==> src/rtl/transpose_sched_pkg.sv <==
// Shared definitions for the transpose scheduler: state encoding, default
// geometry and a counter-width helper.
package transpose_sched_pkg;

  typedef enum logic [1:0] {
    ST_IDLE   = 2'd0,
    ST_FILL   = 2'd1,
    ST_SETTLE = 2'd2,
    ST_OUT    = 2'd3
  } state_t;

  localparam int DEF_WIDTH  = 32;
  localparam int DEF_LANES  = 8;
  localparam int DEF_ROWS   = 2;
  localparam int DEF_SETTLE = 2;

  // Width of a counter that spans 0..n-1, never narrower than one bit.
  function automatic int cnt_w(input int n);
    return (n > 1) ? $clog2(n) : 1;
  endfunction

endpackage

==> src/rtl/transpose_sched_rr_arb2.sv <==
// Two-way round-robin arbiter: on contention the side that did not win
// last time gets the grant.
module rr_arb2 (
  input  logic [1:0] req,
  input  logic       last_grant,
  output logic       grant,
  output logic       any
);

  // Pick the single requester, or alternate when both are asking.
  always_comb begin
    any   = |req;
    grant = 1'b0;
    if (req == 2'b11) begin
      grant = ~last_grant;
    end else if (req[1]) begin
      grant = 1'b1;
    end
  end

endmodule

==> src/rtl/transpose_sched.sv <==
// Sequencer for one shared transpose unit. Two requesters are arbitrated
// round-robin; the winner owns the unit for a full fill + drain.
module transpose_sched
  import transpose_sched_pkg::*;
#(
  parameter int WIDTH  = DEF_WIDTH,
  parameter int LANES  = DEF_LANES,
  parameter int ROWS   = DEF_ROWS,
  parameter int SETTLE = DEF_SETTLE
) (
  input  logic                   clk,
  input  logic                   reset,
  input  logic                   s0_valid,
  output logic                   s0_ready,
  input  logic [LANES*WIDTH-1:0] s0_data,
  input  logic                   s1_valid,
  output logic                   s1_ready,
  input  logic [LANES*WIDTH-1:0] s1_data,
  output logic                   m_valid,
  input  logic                   m_ready,
  output logic [ROWS*WIDTH-1:0]  m_data,
  output logic                   m_id,
  output logic                   m_last,
  output logic                   tp_en,
  output logic [LANES*WIDTH-1:0] tp_a,
  output logic                   tp_read,
  input  logic [ROWS*WIDTH-1:0]  tp_out,
  output logic                   busy
);

  localparam int FW = cnt_w(ROWS);
  localparam int RW = cnt_w(LANES);
  localparam int SW = cnt_w(SETTLE);

  localparam logic [FW-1:0] FILL_LAST   = FW'(ROWS - 1);
  localparam logic [RW-1:0] ROW_LAST    = RW'(LANES - 1);
  localparam logic [SW-1:0] SETTLE_LAST = SW'(SETTLE - 1);

  state_t          state, state_nxt;
  logic [FW-1:0]   fill_cnt;
  logic [RW-1:0]   row_cnt;
  logic [SW-1:0]   settle_cnt;
  logic            grant, last_grant;
  logic            arb_grant, arb_any;
  logic            sel_valid;

  rr_arb2 u_arb (
    .req        ({s1_valid, s0_valid}),
    .last_grant (last_grant),
    .grant      (arb_grant),
    .any        (arb_any)
  );

  // The transposer sees the granted requester's beat; its head row is
  // forwarded untouched, so it stays stable while the consumer stalls.
  assign tp_a   = grant ? s1_data : s0_data;
  assign m_data = tp_out;
  assign m_id   = grant;
  assign busy   = (state != ST_IDLE);

  // Next state and all handshake/strobe outputs.
  always_comb begin
    state_nxt = state;
    s0_ready  = 1'b0;
    s1_ready  = 1'b0;
    tp_en     = 1'b0;
    tp_read   = 1'b0;
    m_valid   = 1'b0;
    m_last    = 1'b0;
    sel_valid = grant ? s1_valid : s0_valid;
    unique case (state)
      ST_IDLE: begin
        if (arb_any) state_nxt = ST_FILL;
      end
      ST_FILL: begin
        s0_ready = ~grant;
        s1_ready = grant;
        tp_en    = sel_valid;
        if (sel_valid && (fill_cnt == FILL_LAST)) state_nxt = ST_SETTLE;
      end
      ST_SETTLE: begin
        if (settle_cnt == SETTLE_LAST) state_nxt = ST_OUT;
      end
      ST_OUT: begin
        m_valid = 1'b1;
        m_last  = (row_cnt == ROW_LAST);
        if (m_ready) begin
          if (row_cnt == ROW_LAST) begin
            state_nxt = ST_IDLE;
          end else begin
            tp_read   = 1'b1;
            state_nxt = ST_SETTLE;
          end
        end
      end
      default: state_nxt = ST_IDLE;
    endcase
  end

  // State register.
  always_ff @(posedge clk or posedge reset) begin
    if (reset) state <= ST_IDLE;
    else       state <= state_nxt;
  end

  // Grant latch and the fill/settle/row counters; each counter is cleared
  // on the transition that leaves its bound, so none ever wraps.
  always_ff @(posedge clk or posedge reset) begin
    if (reset) begin
      grant      <= 1'b0;
      last_grant <= 1'b1;
      fill_cnt   <= '0;
      row_cnt    <= '0;
      settle_cnt <= '0;
    end else begin
      unique case (state)
        ST_IDLE: begin
          fill_cnt <= '0;
          if (arb_any) begin
            grant      <= arb_grant;
            last_grant <= arb_grant;
          end
        end
        ST_FILL: begin
          if (tp_en) begin
            if (fill_cnt == FILL_LAST) begin
              fill_cnt   <= '0;
              settle_cnt <= '0;
              row_cnt    <= '0;
            end else begin
              fill_cnt <= fill_cnt + 1'b1;
            end
          end
        end
        ST_SETTLE: begin
          if (settle_cnt == SETTLE_LAST) settle_cnt <= '0;
          else                           settle_cnt <= settle_cnt + 1'b1;
        end
        ST_OUT: begin
          if (tp_read) begin
            row_cnt    <= row_cnt + 1'b1;
            settle_cnt <= '0;
          end
        end
        default: ;
      endcase
    end
  end

endmodule

==> config.mk <==
export PLATFORM = sky130hd
export DESIGN_NAME = transpose_sched
export DESIGN_NICKNAME = d
export VERILOG_FILES = /design/src/rtl/transpose_sched_pkg.sv /design/src/rtl/transpose_sched_rr_arb2.sv /design/src/rtl/transpose_sched.sv
export SDC_FILE = /design/constraint.sdc
export NUM_CORES = 1
export LEC_CHECK = 0
export BUFFER_PORTS_ARGS = -buffer_cell sky130_fd_sc_hd__buf_2
export CORE_AREA = 2 2 356 358
export DETAILED_ROUTE_END_ITERATION = 8
export DIE_AREA = 0 0 358 360
export PLACE_DENSITY = 0.3
export SLEW_MARGIN = 20
export SYNTH_ARGS = -nofsm -noshare
export SYNTH_HDL_FRONTEND = slang
export SYNTH_HIERARCHICAL = 1
export SYNTH_SLANG_ARGS = --single-unit
==> constraint.sdc <==
create_clock -name clk -period 3.1 [get_ports clk]
set_clock_uncertainty 0.15 [all_clocks]
set_input_delay 0 -clock clk [delete_from_list [all_inputs] [get_ports clk]]
set_output_delay 0 -clock clk [all_outputs]
set_load 0.005 [all_outputs]
# Word level (Yosys, flattened, before mapping)
# Cells that the tools add are included.
dict set report word_totals {
  latch_bits 0
  memories 0
  inputBits 581
  rom_bits 0
  register_bits 9
  ram_bits 0
  out_inout_bits 328
}
dict set report op_classes {
  shift 0
  magnitude_cmp 0
  add_sub_neg 3
  n_reduce_logical 12
  n_bitwise 2
  n_eq_ne 12
  div_mod_pow 0
  n_mul 0
  mux 30
}
# op count
set ops {}
lappend ops {{two-way mux 256 bit} 1}
lappend ops {{two-way mux 1 bit} 17}
lappend ops {{!= test 2 bit (second input constant)} 7}
lappend ops {{AND reduction 4 bit} 3}
lappend ops {{two-way mux 2 bit} 5}
lappend ops {{two-way mux 3 bit} 3}
lappend ops {{case mux 2 bit (4 select lines)} 1}
lappend ops {{equality test 2 bit (second input constant)} 3}
lappend ops {{case mux 3 bit (2 select lines)} 1}
lappend ops {{nonzero test 2 bit} 3}
lappend ops {{AND reduction 2 bit} 2}
lappend ops {{adder 3 x 1 -> 3 bit (second input constant)} 1}
lappend ops {{equality test 3 bit (second input constant)} 1}
lappend ops {{case mux 1 bit (3 select lines)} 1}
lappend ops {{nonzero test 3 bit} 1}
lappend ops {{adder 1 bit (second input constant)} 2}
lappend ops {{equality test 2 x 1 -> 1 bit (second input constant)} 1}
lappend ops {{logical NOT 2 bit} 1}
lappend ops {{NOT 1 bit} 2}
lappend ops {{case mux 1 bit (2 select lines)} 1}
lappend ops {{OR reduction 2 bit} 1}
lappend ops {{logical AND 1 bit} 1}

# Longest topological paths before layout
dict set report depth {
  word_depth 6
  mapped_depth 6
  ltp_nobuf 6
}

# By module
# The synthesis kept the hierarchy.
# mod instances area_per_inst_um2 cells_per_inst seq_area_each_um2
set by_module_without_submodules {}
lappend by_module_without_submodules {transpose_sched 1 4979.8 404 226.5}
lappend by_module_without_submodules {rr_arb2 1 13.8 2 0.0}

# Worst setup path before layout
# Ideal clock, no wire load.
dict set report synth_path {
  kind {flip-flop to flip-flop}
  startpoint {reg row_cnt[0]}
  endpoint {reg row_cnt[0]}
  slack_ns 1.637
  n_path_buf 0
  required_time_ns 2.874
  path_stages_with_launch 7
  period_less_slack_ns 1.463
  arrival_ns 1.237
  cell_sequence {dfrtp_1 -> ha_1 -> ha_1 -> nand4b_1 -> inv_1 -> nand2b_1 -> o21ai_1}
}
dict set report synth_between {
  elab_chain_len 6
  elab_cells_between_ends 9
  classes_between {add/sub (1); eq/ne (2); mux (5); reduce/logical (1)}
}
# item line_no
set synth_lines {}
lappend synth_lines {{start, declared} transpose_sched.sv:41} ;# logic [RW-1:0] row_cnt;
lappend synth_lines {{start signal, assigned} transpose_sched.sv:141} ;# row_cnt <= row_cnt + 1'b1;
lappend synth_lines {{equality test 3 bit} transpose_sched.sv:88} ;# if (row_cnt == ROW_LAST) begin
lappend synth_lines {{two-way mux 1 bit} transpose_sched.sv:88}
lappend synth_lines {{two-way mux 1 bit} transpose_sched.sv:87} ;# if (m_ready) begin
lappend synth_lines {{two-way mux 1 bit} transpose_sched.sv:71} ;# unique case (state)
lappend synth_lines {{named net tp_read} transpose_sched.sv:26} ;# output logic tp_read,
lappend synth_lines {{!= test 2 bit (no source line)} --}
lappend synth_lines {{AND reduction 4 bit (no source line)} --}
# The timed path passes the listed nets, and every way through them passes these cells. The select of a mux whose other input is x is not followed.
# A chain may end at the register's enable or synchronous reset.

# Final worst setup path
dict set report layout_path {
  startpoint {reg grant (netlist: m_id)}
  endpoint {out tp_a[36]}
}
dict set report layout_between {
  elab_chain_len 1
}
# item line_no
set layout_lines {}
lappend layout_lines {{start, declared} transpose_sched.sv:43} ;# logic grant, last_grant;
lappend layout_lines {{start signal, assigned} transpose_sched.sv:120} ;# grant <= arb_grant;
lappend layout_lines {{two-way mux 256 bit} transpose_sched.sv:56} ;# assign tp_a = grant ? s1_data : s0_data;
lappend layout_lines {{end, declared} transpose_sched.sv:25} ;# output logic [LANES*WIDTH-1:0] tp_a,
# Every way passes these cells.

==> results.txt <==
- In the synthesized netlist, the number of instances is 406.
- Congestion Overflow GR: 0
- Count of pins over their slew limit: 0
- Setup repair after global routing missed its margin: no
* Total of buffers placed on input and output ports: 780
- From bottom edge to top edge, the die measures 360 µm.
- Across every metal layer, demand over resource in global routing totals 0.103.
* Total power of the final layout: 6.62 mW
- Initial antenna violation count: 60
- The finished layout holds around 2,800 standard cells, fillers aside.
* Setup-failing EPs final: 0
* Sink count of the clock tree: 9
- Warning count from the yosys run: 6
- Die footprint: around 130,000 µm²
* Worst IR drop on VDD: ~0.29 mV
- Number of cells after detailed placement: 2,760
- The total count of hold-check failures in the final report was 0.
* Vias/cell: 2.41
- For this configuration, the core starts out at a cell density of 0.0400.
* Deepest level of the CTS H-tree: 1
- Synth unique cells: 30
* Vias in the first global route: 6,746
* Tmin final: approximately 2.4 ns
- Final core occ: 0.0890
- STA classifies the critical path startpoint as a flip-flop.
* Critical path cell sequence: buf_12 > buf_4 > mux2_4 > buf_2
- Routability-driven placement finished with a final weighted congestion of 0.939.
- Floorplan row count: 130
* DR WL/cell: 25.2 µm
* Die X: 358 µm
* Nets in the synthesized netlist: just under 1,000
- The synthesized design contains 9 register bits.
* Clock transition at the registers of the reported paths: about 0.040 ns
- Dividing total power by cell area gives a power density of 596 nW/µm².
* Highest Clock Rate: 0.422 GHz
- Core area: 125,000 µm²
- Of the available clock period, the critical path in the final layout requires 0.764.
- Across the run, the number of max-cap violations was 0.
- The detailed router finished its first iteration with 367 violations.
- CTS tree: done
- In the final layout, the share of cells above drive strength 1 is 0.904.
* Per-instance average area after synthesis: roughly 12 µm²
* Clock buffer count from CTS: 3
- Accumulated negative setup slack: 0 ns
- After clock tree synthesis, the setup repair step added 0 buffers.
- Area overhead of the layout relative to synthesis: 123%
* Number of ports placed on the die boundary: approximately 910
* Number of remaining DRC errors: 0
- Cell leakage power: 5.55 nW
* Synth Cell Area: approximately 5000 µm²
- Fillcell total: 14,739
* Crit path max fanout: 24
- The worst setup path is captured at a primary output.
- On the worst path, the slowest cell contributes a delay of 0.76 ns.
- The routed layout has 6,862 vias.
* Endpoint arrival time on the critical path: 2.22 ns
- STA puts the critical path data required time at 2.95 ns.
- The tree is rooted in a sky130_fd_sc_hd__clkbuf_16.
- Number of cells upsized or downsized after cts: 0
- Cell area after placement: 10,300 µm²
* Final net count: roughly 1,800
- The flow ran to the end, and the final reports show no timing, DRC or antenna violations.
- The min-delay analysis places its worst path in the category in2reg.
- Initial DRT Pass Iterations: 4
* Post-route cell area: about 11,000 µm²
- The largest individual stage delay along the critical path comes from the cell sky130_fd_sc_hd__dfrtp_4.
- Detailed placement ended at an HPWL of 66.6 mm.
* Final wirelength: 71.7 mm
* Antenna Violating Nets Remaining: 0
- Type of the setup path with the least slack: reg2out
- CTS max path bufs: 2
- Entering global routing, the biggest net connects 48 pins.
- Max-slew headroom at the worst pin: 0.627
- At the pin with the least slew margin, the transition time is 0.560 ns.
* Clock latency on the worst-skew pair: about 0.24 ns
- Part of the Yosys area used for sequential elements: 0.0454
- The first global-routing pass estimated 83.9 mm of wire.
[synth_stat cells (all sizes together)]
master   instances  area share
nand2            9      0.0068
nor3             1      0.0033
nand3            2      0.0020
or2              3      0.0038
dfstp            1      0.0053
a21boi           1      0.0015
mux2i            2      0.0065
and3             1      0.0013
and2             1      0.0013
a21o             1      0.0015
dfrtp            8       0.040
o22ai            1      0.0013
buf             95        0.17
nand4b           1      0.0018
nand2b           3      0.0038
nor2b            1      0.0013
mux2           258        0.73
inv              4      0.0030
o21ai            5      0.0050
ha               2      0.0050
nor2             5      0.0043
o2bb2ai          1      0.0018
[per-stage QoR]
step,hold slack [ns],setup WS [ns]
global route,0.102,0.635
global placement,-0.150,0.962
detailed placement,-0.150,0.940
floorplan,-0.323,1.64
finish,0.0579,0.730
CTS,0.0541,0.682
[path summary, 6_finish.rpt]
path | cells past startpoint | startpoint | endpoint | slack (ns)
hold / removal | 4 | s0_valid | settle_cnt | 0.06
hold reg to reg | 1 | fill_cnt | fill_cnt | 0.33
max in group asynchronous | 3 | reset | last_grant | 2.31
min in group asynchronous | 3 | reset | state[0] | 0.17
setup reg to reg | 3 | state[1] | m_id | 1.38
setup / recovery | 4 | m_id | tp_a[36] | 0.73
[area by class of cell]
| cell class | count | area, µm² | share of cell area |
|---|---|---|---|
| clock buffers | 4 | 78.8 | 0.00709 |
| multi-input cells | 298 | 3920 | 0.352 |
| repair buffers | 865 | 4770 | 0.429 |
| diodes | 16 | 40.0 | 0.00360 |
| inverters | 4 | 15.0 | 0.00135 |
| well taps | 1650 | 2060 | 0.186 |
| flip-flops and latches | 9 | 230 | 0.0207 |
[layout by cell type, fill, tap and decap left out, drive strengths merged]
cell type	n
a21boi	1
nand2b	3
dfrtp	8
nand4b	1
and2	1
nor2b	1
o21ai	5
dlygate4sd3	66
mux2	258
nand2	9
buf	799
or2	3
inv	4
o2bb2ai	1
mux2i	2
ha	2
nand3	2
diode	16
a21o	1
o22ai	1
nor2	5
and3	1
dfstp	1
nor3	1
clkbuf	4
[power breakdown]
part	switching [mW]	leakage, nW	internal [mW]
logic	3.06	5.40	2.99
registers	0.158	0.107	0.180
clock network	0.0588	0.0383	0.172
total	3.28	5.55	3.34
[state kept, by name (all words and copies together) (netlist names)]
register	cells
state	2
last_grant	1
m_id	1
row_cnt	3
fill_cnt	1
settle_cnt	1
[critical path, delay by kind of cell (launching register included)]
family	cells	cell delay (ns)
flops	1	0.76
mux	1	0.35
buf+inv	3	0.80
[kinds of logic (layout without fill, tap and decap cells)]
family	count (synthesis)	after routing	share of synthesized area
other	0	16	0
AO/OA/AOI/OAI	9	9	0.0110
adder cells (fa/ha/maj)	2	2	0.00501
AND/OR/NAND/NOR	27	27	0.0293
multiplexers	260	260	0.739
flip-flops	9	9	0.0454
buffers and inverters	99	873	0.171
[layer usage]
metal  GRT usage  share of wire  vias up
li1            -              -     2973
met1       0.136           0.44     3153
met2       0.159           0.42      596
met3      0.0468           0.12      102
met4     0.00599          0.014       38
met5           0         0.0035        -
[timing repair]
item	in CTS	in global routing
hold endpoints to repair	75	0
setup endpoints to repair	0	0
hold buffers	66	0
No activity file was read; power rests on OpenSTA's default activity.
